$ cat src/rtl/decoder_nto2n_seq.sv
// Registered N-to-2**N one-hot decoder with DIRECT (valid/ready index) and SCAN (auto-step with dwell) modes.
// Optional build macro DECODER_ACTIVE_LOW_EN inverts dout (reset and disabled value become all ones).
module decoder_nto2n_seq #(
  parameter int SEL_W   = 3,
  parameter int NUM_OUT = 8,
  parameter int DWELL   = 4
) (
  input  logic               clk,
  input  logic               rst,
  input  logic               mode,
  input  logic               en,
  input  logic               in_valid,
  output logic               in_ready,
  input  logic [SEL_W-1:0]   din,
  output logic [NUM_OUT-1:0] dout,
  output logic               dout_valid,
  output logic [SEL_W-1:0]   sel_cur,
  output logic               err
);

  localparam int DW_W = (DWELL > 1) ? $clog2(DWELL) : 1;
  localparam logic [DW_W-1:0]  DWELL_LAST = DW_W'(DWELL - 1);
  localparam logic [SEL_W-1:0] SEL_LAST   = SEL_W'(NUM_OUT - 1);
  localparam logic [SEL_W:0]   NUM_OUT_X  = (SEL_W + 1)'(NUM_OUT);

  function automatic logic [NUM_OUT-1:0] onehot(input logic [SEL_W-1:0] idx);
    onehot = NUM_OUT'(1) << idx;
  endfunction

  logic              mode_p0;
  logic              code_ok;
  logic [DW_W-1:0]   dwell_cnt;
  logic [NUM_OUT-1:0] dout_p0;

  logic [SEL_W-1:0]  sel_nxt;
  logic [DW_W-1:0]   dwell_nxt;
  logic              code_ok_nxt;
  logic              err_nxt;
  logic [NUM_OUT-1:0] dout_nxt;

  assign in_ready = ~mode;

  always_comb begin
    sel_nxt     = sel_cur;
    dwell_nxt   = dwell_cnt;
    code_ok_nxt = code_ok;
    err_nxt     = 1'b0;
    if (mode && !mode_p0) begin
      // Scan entry restarts at output 0; a din offered this cycle is not accepted.
      sel_nxt     = '0;
      dwell_nxt   = '0;
      code_ok_nxt = 1'b1;
    end else if (mode) begin
      if (en) begin
        if (dwell_cnt == DWELL_LAST) begin
          dwell_nxt = '0;
          sel_nxt   = (sel_cur == SEL_LAST) ? '0 : sel_cur + SEL_W'(1);
        end else begin
          dwell_nxt = dwell_cnt + DW_W'(1);
        end
      end
    end else if (in_valid) begin
      if ({1'b0, din} < NUM_OUT_X) begin
        sel_nxt     = din;
        code_ok_nxt = 1'b1;
      end else begin
        code_ok_nxt = 1'b0;
        err_nxt     = 1'b1;
      end
    end
    dout_nxt = (en && code_ok_nxt) ? onehot(sel_nxt) : '0;
  end

  // Stage p0: all state and outputs registered together
  always_ff @(posedge clk) begin
    if (rst) begin
      mode_p0    <= 1'b0;
      code_ok    <= 1'b0;
      dwell_cnt  <= '0;
      sel_cur    <= '0;
      err        <= 1'b0;
      dout_valid <= 1'b0;
      dout_p0    <= '0;
    end else begin
      mode_p0    <= mode;
      code_ok    <= code_ok_nxt;
      dwell_cnt  <= dwell_nxt;
      sel_cur    <= sel_nxt;
      err        <= err_nxt;
      dout_valid <= en & code_ok_nxt;
      dout_p0    <= dout_nxt;
    end
  end

`ifdef DECODER_ACTIVE_LOW_EN
  assign dout = ~dout_p0;
`else
  assign dout = dout_p0;
`endif

endmodule

$ cat config.mk
export PLATFORM = sky130hd
export DESIGN_NAME = decoder_nto2n_seq
export DESIGN_NICKNAME = d
export VERILOG_FILES = /design/src/rtl/decoder_nto2n_seq.sv
export SDC_FILE = /design/constraint.sdc
export NUM_CORES = 1
export LEC_CHECK = 0
export CAP_MARGIN = 20
export CORE_UTILIZATION = 43
export DETAILED_ROUTE_END_ITERATION = 8
export PLACE_DENSITY = 0.86
export SYNTH_ARGS = -nofsm -noshare
export SYNTH_HDL_FRONTEND = slang
export SYNTH_SLANG_ARGS = --single-unit
$ cat constraint.sdc
create_clock -name clk -period 2.2 [get_ports clk]
set_clock_uncertainty 0.1 [all_clocks]
set_input_delay 0.44 -clock clk [delete_from_list [all_inputs] [get_ports clk]]
set_output_delay 0.44 -clock clk [all_outputs]
set_load 0.005 [all_outputs]
### Word-level counts from Yosys, hierarchy flattened

Cells that the tools add are included.

* output and inout port bits: 14
* bits of input ports: 8
* bits in registers: 16
* word-level logic and storage cells: 30

* $add $sub $neg: 2
* muxes and demuxes: 10
* reductions and logical operators: 6
* shifts and indexed selects: 1
* equal/unequal tests: 2
* bitwise gates (word level): 3

Operator list (count)
* 3-bit 2-to-1 mux: 6
* 1-bit by 3-bit << shifter with 8-bit output (first input constant): 1
* 2-bit OR reduction: 2
* 3-bit by 1-bit adder with 3-bit output (second input constant): 1
* 3-bit equality test (second input constant): 1
* 1-bit 2-to-1 mux: 3
* 2-bit by 1-bit adder with 2-bit output (second input constant): 1
* 2-bit equality test (second input constant): 1
* 1-bit logical AND: 2
* 2-bit 2-to-1 mux: 1
* 1-bit inverter: 2
* 2-bit AND reduction: 1
* 1-bit bitwise AND: 1
* 1-bit zero test: 1

### Logic depth before layout (Yosys ltp)

Gate-level depths: netlist of the first run.

* depth after elaboration: 7
* gate-level depth with buffers: 6

### Worst setup path before layout of the first run

OpenSTA, ideal clock, no wires.

* kind: flip-flop to flip-flop
* start: reg sel_cur[0]
* end: reg dout_p0[1] (netlist: dout[1])
* data required time: 2.027 ns
* cell stages (with the launch flop): 7
* path slack: 0.260 ns
* path buffers: 0
* arrival: 1.768 ns
* path through: dfxtp_1 > ha_1 > ha_1 > and3_1 > a211o_1 > a311o_1 > nor3b_2

* longest elaborated chain between the ends: 7

Ends and longest elaborated chain
* start, declared: RTL line 17 `output logic [SEL_W-1:0] sel_cur,`
* start signal, assigned: RTL line 88 `sel_cur <= sel_nxt;`
* 3-bit by 1-bit adder with 3-bit output / 3-bit equality test (equally long branches): RTL line 57 `sel_nxt = (sel_cur == SEL_LAST) ? '0 : sel_cur + SEL_W'(1);`
* 3-bit 2-to-1 mux: RTL line 57
* 3-bit 2-to-1 mux: RTL line 55 `if (dwell_cnt == DWELL_LAST) begin`
* 3-bit 2-to-1 mux: RTL line 54 `if (en) begin`
* 3-bit 2-to-1 mux *: RTL line 53 `end else if (mode) begin`
* 3-bit 2-to-1 mux *: RTL line 48 `if (mode && !mode_p0) begin`
* 1-bit by 3-bit << shifter with 8-bit output *: RTL line 27 `onehot = NUM_OUT'(1) << idx;`
* end signal, assigned: RTL line 91 `dout_p0 <= dout_nxt;`
* end, declared: RTL line 33 `logic [NUM_OUT-1:0] dout_p0;`

Every way passes the cells marked *; elsewhere a longest branch is shown, timed or not.
A chain may end at the register's enable or synchronous reset.

### Worst setup path after layout of the first run

* start: in mode
* end: out in_ready

* longest elaborated chain between the ends: 1

Ends and longest elaborated chain
* start, declared: RTL line 10 `input logic mode,`
* 1-bit inverter: RTL line 41 `assign in_ready = ~mode;`
* end, declared: RTL line 13 `output logic in_ready,`

Every way passes these cells.

==> impl_metrics.ini, run 1 <==
[status]
status = finished clean

[global_route]
grt_busiest_layer = met2
grt_overflow = 0
grt_pass1_wl_um = 2450
grt_pass1_vias = 601
use_met1 = 0.220
use_met3 = 0.0388
antenna_found_initial = 0
use_met2 = 0.300
grtUsageTotal = 0.178
grt_start_max_net_pins = 11

[floorplan]
fp.dieH_um = 42.1
io_pins = 22
core_mm2 = 0.00151
rows = 14
start_util = 0.458
die_area_mm2 = 0.00177
fp.dieW_um = 42.1

[place]
place_inst = 111
hpwlAfterDp_um = 1120
gp_congestion = 0.812
port_buffers = 20

[detailed_routing]
antenna_left = 0
wl_per_cell_um = 12.0
drc = 0
vias = 605
routed_via_density = 5.26
drt_iter0_markers = 9
routed_wl_um = 1380
drt_first_pass_iters = 4

[clocking]
postCtsHoldBufs = 0
insertion_delay_ns = 0.28
cts_tree = yes
cts.clk_slew.worst_paths_ns = 0.09
cts_buffers = 3
h-tree-depth = 1
post_cts_buffers = 0
clock_path_buffers = 2
cts_resized = 0
numClockSinks = 16
clockRootBuffer = clkbuf_4

[worst_setup_path]
critPathCaptureType = output port
slowest_stage = clkdlybuf4s50_1
required_ns = 1.66
r2r-start = sel_cur[0]
reg2reg_to = dout[0]
crit_buf_inv = 3
cpMostUsedCell = clkdlybuf4s50_1
max_stage_delay_ns = 0.53
reg2reg_depth = 6
cp.arrival_ns = 1.56
crit_type = in -> out
worstPathMaxFanout = 6
crit_family = buffers and inverters
crit_path_start_kind = primary input
crit_chain = clkdlybuf4s50_1 -> inv_1 -> clkdlybuf4s50_1
ff2ff_setup_slack_ns = 0.13

[synthesis]
ys_ff_latch = 16
synth_top_cell_by_area = dfxtp_1
synth_top_area_share = 0.464
synthCells = 75
ys_warn_count = 0
synth.area.top_cells = dfxtp_1, ha_1, mux2i_1
synthDistinctLibCells = 27
synth_area_um2 = 691
synth_nets = 86
syn_area_per_cell_um2 = 9.21
seq_area_frac_synth = 0.464

[finish]
fill_cells = 119
multi_input_area_um2 = 337
drive_gt1_frac = 0.111
syn_to_final_growth_pct = 38.2
nets = 111
final_cells = 115
diodes = 0
seqCellArea_um2 = 320

[power_and_ir_drop]
power_density_mw_per_mm2 = 597
clkPwrFrac = 0.333
combPwrFrac = 0.135
p_seq_frac = 0.532
sw_frac_of_total = 0.228
p_leak_nw = 0.388
max-vdd-ir-drop_uv = 376
switching_power_uw = 130
intPower_uw = 440

[timing]
post-route-period-util = 0.953
period_minus_slack_ns = 2.10
setup_viol = 0
fin_tns_setup_ns = 0
slew_violations = 0
hold_viol_final = 0
fmax_mhz = 477
rsz0062_at_grt = no
timing.hold.ws_ns = 0.376

[min_path]
min_path_cells = 2
min_to = dwell_cnt[1]
hp-class = reg -> reg
holdCritStartpoint = dwell_cnt[1]

[run]
max-cap-violations = 0
## flip-flops by register name, indices dropped and copies added (netlist names)
signal / cells
dout_valid: 1
sel_cur: 3
dwell_cnt: 2
mode_p0: 1
code_ok: 1
dout: 8
## cells in the mapped netlist
cell type and instances:
conb_1 1, o22a_1 1, clkbuf_1 2, o211ai_1 1
nor2b_1 2, a21oi_1 3, a311o_1 1, nand2_1 5
nor4b_1 1, nor2_1 7, nand3_1 1, a31oi_1 2
inv_1 3, nand4_1 3, o21ai_0 1, nor3b_1 2
buf_4 2, mux2i_1 3, ha_1 3, dfxtp_1 16
nand2_2 1, and2_1 1, nor3b_2 2, and3_1 2
nor3_1 6, a211o_1 1, nand2b_1 2
## cell families after synthesis
group	Yosys count	share of synthesized area
multiplexers	3	0.0435
AO/OA/AOI/OAI	10	0.0978
other	1	0.00543
adder cells (fa/ha/maj)	3	0.0544
AND/OR/NAND/NOR	35	0.286
flip-flops	16	0.464
buffers and inverters	7	0.0489
## worst min-delay path, delay by kind of cell (launching register included)
family	cells	cell delay (ns)
AO/OA/AOI/OAI	1	0.05
flip-flops	1	0.33
AND/OR/NAND/NOR	1	0.05
## per-stage QoR
stage	power, mW	setup WS [ns]	util	area (µm²)
after floorplan	0.350	0.260	-	691
after detailed placement	0.386	0.0331	0.610	918
final	0.570	0.103	0.634	955
after global placement	0.385	0.0787	0.610	918
after CTS	0.574	0.108	0.634	955
after global routing	0.596	0.0281	0.634	955
## power by group through the flow
stage / logic (mW) / registers [mW] / clock network, mW
after floorplan: 0.0403 / 0.310 / 0
after CTS: 0.0769 / 0.303 / 0.194
final: 0.0767 / 0.303 / 0.190
after detailed placement: 0.0763 / 0.310 / 0
after global routing: 0.0858 / 0.304 / 0.206
after global placement: 0.0750 / 0.310 / 0
## cell type report
type,instances,share of cell area
multi-input cells,52,0.353
flip-flops and latches,16,0.336
well taps,16,0.0210
clock buffers,4,0.0380
inverters,3,0.0118
repair buffers,24,0.241
## layer usage
metal / vias up / part of all wire
li1: 313 / -
met1: 272 / 0.47
met2: 18 / 0.48
met3: 2 / 0.043
met4: 0 / 0.0058
met5: - / 0
## how the worst max path moves through the flow
stage          slack, ns       end  cells past startpoint       start
5_1_grt             0.03   dout[0]                      6  sel_cur[0]
3_5_place_dp        0.03   dout[3]                      5          en
6_report            0.10  in_ready                      3        mode
3_3_place_gp        0.08   dout[3]                      5          en
2_1_floorplan       0.26   dout[1]                      6  sel_cur[0]
4_1_cts             0.11  in_ready                      3        mode
## placed cells by master (no fill, tap or decap), drive strengths merged
master,instances
clkdlybuf4s50,20
o21ai,1
inv,3
and2,1
a21oi,3
nor3,6
nand3,1
o211ai,1
a311o,1
a31oi,2
and3,2
buf,4
nand2b,2
nor2,7
nand4,3
conb,1
nor3b,4
clkbuf,4
dfxtp,16
ha,3
nand2,6
a211o,1
mux2i,3
nor2b,2
nor4b,1
o22a,1
No activity file was read; power rests on OpenSTA's default activity.
==> run 2, diff against run 1 <==
REMOVE_ABC_BUFFERS = 1   (was not set)
==> impl_metrics.ini, run 2 (same netlist as run 1, synthesis figures left out) <==
[min_path]
hp-class = reg -> reg
min_path_cells = 2

[finish]
final_cell_mix = clkdlybuf4s50_1, dfxtp_1, nor2_1
fill_cells = 119
nets = 112
largest_reg_flops = 8
finish.utilization = 0.642
layout_commonest_cell = clkdlybuf4s50_1
diodes = 0
syn_to_final_growth_pct = 40.0
drive_gt1_frac = 0.130

[power_and_ir_drop]
clkPwrFrac = 0.333
report.power.total_uw = 580
p_leak_nw = 0.394
switching_power_uw = 137
combPwrFrac = 0.143
max-vdd-ir-drop_uv = 390
intPower_uw = 442
p_seq_frac = 0.524
sw_frac_of_total = 0.237
power_density_mw_per_mm2 = 599

[worst_setup_path]
crit_family = compound AO/OA/AOI/OAI gates
crit_type = reg -> reg
crit_chain = ha_1 -> ha_1 -> and3_1 -> a211o_1 -> a311o_1 -> nor3b_2
cp.arrival_ns = 2.20
crit_buf_inv = 0
crit_path_start_kind = flip-flop
worstPathMaxFanout = 5
cp_num_cells = 6
cpMostUsedCell = ha_1
reg2reg_depth = 6
slowest_stage = a311o_1
required_ns = 2.32
critPathCaptureType = flip-flop
max_stage_delay_ns = 0.41

[clocking]
post_cts_buffers = 0
cts.clk_slew.worst_paths_ns = 0.09
insertion_delay_ns = 0.28
cts_buffers = 3
cts_resized = 0
h-tree-depth = 1
clockRootBuffer = clkbuf_4
numClockSinks = 16
cts_tree = yes
postCtsHoldBufs = 0
clock_path_buffers = 2

[floorplan]
die_area_mm2 = 0.00177
core_mm2 = 0.00151
fp.dieH_um = 42.1
io_pins = 22
start_util = 0.458
rows = 14
fp.dieW_um = 42.1

[timing]
fin_tns_setup_ns = 0
fmax_mhz = 480
period_minus_slack_ns = 2.08
setup_viol = 0
slew_violations = 0
hold_viol_final = 0
post-route-period-util = 0.947
rsz0062_at_grt = no

[place]
hpwlAfterDp_um = 1260
port_buffers = 20
gp_congestion = 0.878

[global_route]
grt_start_max_net_pins = 10
antenna_found_initial = 0
grtUsageTotal = 0.214
grt_pass1_wl_um = 2860
grt_overflow = 0
grt_pass1_vias = 639

[detailed_routing]
wl_per_cell_um = 14.4
drt_first_pass_iters = 4
routed_via_density = 5.59
drt_iter0_markers = 17
drc = 0
antenna_left = 0
vias = 648
routed_wl_um = 1670

[run]
max-cap-violations = 0

[status]
status = finished clean
==> run 2: tightest hold or removal path, stage by stage (launching register included) <==
cell	delay, ns
dfxtp_1	0.33
nand2_1	0.07
a21oi_1	0.06
==> run 2: power by group through the flow <==
stage	registers, mW	clock network [mW]	logic, mW
after floorplan	0.310	0	0.0341
after global placement	0.310	0	0.0784
after detailed placement	0.310	0	0.0807
after CTS	0.304	0.195	0.0817
after global routing	0.305	0.209	0.0909
final	0.304	0.193	0.0830
==> run 2: per-layer routing <==
layer / vias up / track usage / share of wire
li1: 316 / - / -
met1: 305 / 0.247 / 0.43
met2: 23 / 0.369 / 0.51
met3: 4 / 0.0560 / 0.046
met4: 0 / 0.0938 / 0.019
met5: - / 0 / 0
==> run 2: final cells by class <==
class,count,area (µm²),share of cell area
clock buffers,4,36.3,0.0375
inverters,3,11.3,0.0116
multi-input cells,52,342,0.353
flip-flops and latches,16,320,0.331
well taps,16,20.0,0.0207
repair buffers,25,238,0.246
==> run 2: path summary, 6_finish.rpt <==
path,start,to,slack [ns]
worst max-delay path,sel_cur[0],dout[1],0.12
worst min-delay path,dwell_cnt[1],dwell_cnt[1],0.40
worst max register to register,sel_cur[0],dout[1],0.12
worst min register to register,dwell_cnt[1],dwell_cnt[1],0.40
==> run 2: metrics by stage <==
| stage | instance area (µm²) | setup slack [ns] | std cells | hold WS, ns |
|---|---|---|---|---|
| 3_5_place_dp | 926 | -0.000261 | 112 | 0.379 |
| 6_report | 967 | 0.116 | 116 | 0.398 |
| 3_3_place_gp | 926 | 0.0619 | 112 | 0.342 |
| 5_1_grt | 967 | 0.00895 | 116 | 0.442 |
| 2_1_floorplan | 668 | 0.260 | 71 | 0.330 |
| 4_1_cts | 962 | 0.110 | 116 | 0.392 |
==> run 3, diff against run 2 <==
ABC_AREA = 1   (was not set)
CORE_UTILIZATION = 45   (was 43)
MAX_ROUTING_LAYER = met4   (was not set)
PLACE_DENSITY = 0.88   (was 0.86)
==> impl_metrics.ini, run 3 <==
[synthesis]
seq_area_frac_synth = 0.427
yosysMostFrequentCell = nand2_1
synthCells = 101
synth.area.top_cells = dfxtp_1, nand2_1, nand3_1
synth_top_cell_by_area = dfxtp_1
synth_edf_count = 0
yosys-top-cells-count = nand2_1, dfxtp_1, nor2_1
syn_area_per_cell_um2 = 7.42
synthDistinctLibCells = 17
ys_ff_latch = 16
ys_warn_count = 0
synth_flop_cell = dfxtp_1
async_flop_share = 0
synth_top_area_share = 0.427
synth_area_um2 = 749

[timing]
slew_violations = 0
fin_tns_setup_ns = 0
hold_viol_final = 0
timing.hold.ws_ns = 0.377
period_minus_slack_ns = 2.06
post-route-period-util = 0.938
setup_viol = 0
fmax_mhz = 485
rsz0062_at_grt = no

[worst_setup_path]
r2r-start = sel_cur[0]
ff2ff_setup_slack_ns = 0.65
cpMostUsedCell = clkdlybuf4s50_1
crit_family = buffers and inverters
startpoint = mode
max_stage_delay_ns = 0.51
crit_type = in -> out
cp.arrival_ns = 1.52
slowest_stage = clkdlybuf4s50_1
worstPathMaxFanout = 2
crit_path_start_kind = primary input
crit_buf_inv = 3
cp_num_cells = 3
critPathCaptureType = output port
crit_chain = clkdlybuf4s50_1 -> inv_8 -> clkdlybuf4s50_1
required_ns = 1.66
endpoint = in_ready
reg2reg_to = dout[4]
reg2reg_depth = 8

[detailed_routing]
routed_via_density = 5.12
vias = 717
antenna_left = 0
wl_per_cell_um = 11.2
drt_iter0_markers = 27
routed_wl_um = 1570
drt_first_pass_iters = 4
drc = 0

[clocking]
postCtsHoldBufs = 0
insertion_delay_ns = 0.29
cts_tree = yes
clockRootBuffer = clkbuf_4
cts_buffers = 3
post_cts_buffers = 0
clock_path_buffers = 2
h-tree-depth = 1
numClockSinks = 16
cts_resized = 0
cts.clk_slew.worst_paths_ns = 0.08

[floorplan]
rows = 14
fp.dieH_um = 42.8
io_pins = 22
die_area_mm2 = 0.00183
fp.dieW_um = 42.8
start_util = 0.492
core_mm2 = 0.00152

[finish]
seqCellArea_um2 = 320
drive_gt1_frac = 0.145
multi_input_area_um2 = 358
layout_commonest_cell = nand2_1
fill_cells = 140
final_cell_area_um2 = 988
diodes = 0
final_cell_mix = nand2_1, clkdlybuf4s50_1, nor2_1, dfxtp_1, nand3_1
syn_to_final_growth_pct = 31.9
nets = 137
largest_reg_flops = 8

[place]
hpwlAfterDp_um = 1240
dpl_cell_area_um2 = 966
gp_congestion = 0.819
port_buffers = 20

[global_route]
grtUsageTotal = 0.192
antenna_found_initial = 0
grt_start_max_net_pins = 9
grt_pass1_vias = 626
grt_pass1_wl_um = 2500
grt_overflow = 0

[power_and_ir_drop]
switching_power_uw = 144
p_leak_nw = 0.465
sw_frac_of_total = 0.261
clkPwrFrac = 0.268
p_seq_frac = 0.552
max-vdd-ir-drop_uv = 514
power_density_mw_per_mm2 = 559
intPower_uw = 409
report.power.total_uw = 553
combPwrFrac = 0.180

[run]
max-cap-violations = 0

[min_path]
hp-class = reg -> reg
holdCritStartpoint = dwell_cnt[1]

[status]
status = finished clean
## run 3: cell count changes in the layout (fill, tap and decap cells not counted), sizes merged, moves of 2 or more
cell / change
a31oi: -2
nand3: +16
and3: -2
buf: -3
inv: +9
nor2: +10
mux2i: -3
nand4: -3
nor2b: -2
nand2: +24
nand2b: -2
nor3b: -4
nor3: -5
## run 3: power by group through the flow
stage                     sequential, mW  combinational (mW)  clock [mW]
final                              0.305              0.0997       0.148
after global routing               0.306               0.109       0.165
after CTS                          0.305              0.0994       0.151
after detailed placement           0.312              0.0986           0
after global placement             0.312              0.0951           0
after floorplan                    0.312              0.0516           0
## run 3: cell type report
| cell class | count | share of cell area |
|---|---|---|
| Clock buffer | 3 | 0.0228 |
| Timing Repair Buffer | 22 | 0.218 |
| Tap cell | 16 | 0.0203 |
| Sequential cell | 16 | 0.324 |
| Multi-Input combinational cell | 71 | 0.362 |
| Inverter | 12 | 0.0532 |
## run 3: stage by stage
step | worst slack [ns] | utilization | std cells
detailed placement | 0.127 | 0.634 | 137
finish | 0.137 | 0.649 | 140
CTS | 0.126 | 0.649 | 140
global route | 0.105 | 0.649 | 140
global placement | 0.117 | 0.634 | 137
floorplan | 0.795 | - | 99
## run 3: worst min path at each step
stage	end	slack, ns	cells after the start
2_1_floorplan	dwell_cnt[1]	0.34	2
3_3_place_gp	dwell_cnt[1]	0.35	2
3_5_place_dp	dwell_cnt[1]	0.37	2
4_1_cts	dwell_cnt[1]	0.39	2
5_1_grt	dwell_cnt[1]	0.43	2
6_report	dwell_cnt[1]	0.38	2
## run 3: worst min-delay path: stages (launching register included)
cell and delay (ns):
dfxtp_1 0.32, nand2_1 0.06, a21oi_1 0.05
## run 3: cells by family after synthesis
| group | count (synthesis) | share of synthesized area |
|---|---|---|
| simple gates | 65 | 0.409 |
| flops | 16 | 0.427 |
| buf+inv | 14 | 0.0952 |
| fa+ha+maj | 3 | 0.0501 |
| compound gates | 2 | 0.0134 |
| other cells | 1 | 0.00500 |
## run 3: layer usage
layer	part of all wire	routed length [µm]	GRT usage
met5	0	0	-
met2	0.50	789	0.321
met3	0.073	114	0.0809
met1	0.42	654	0.206
met4	0.0089	14	0.0563
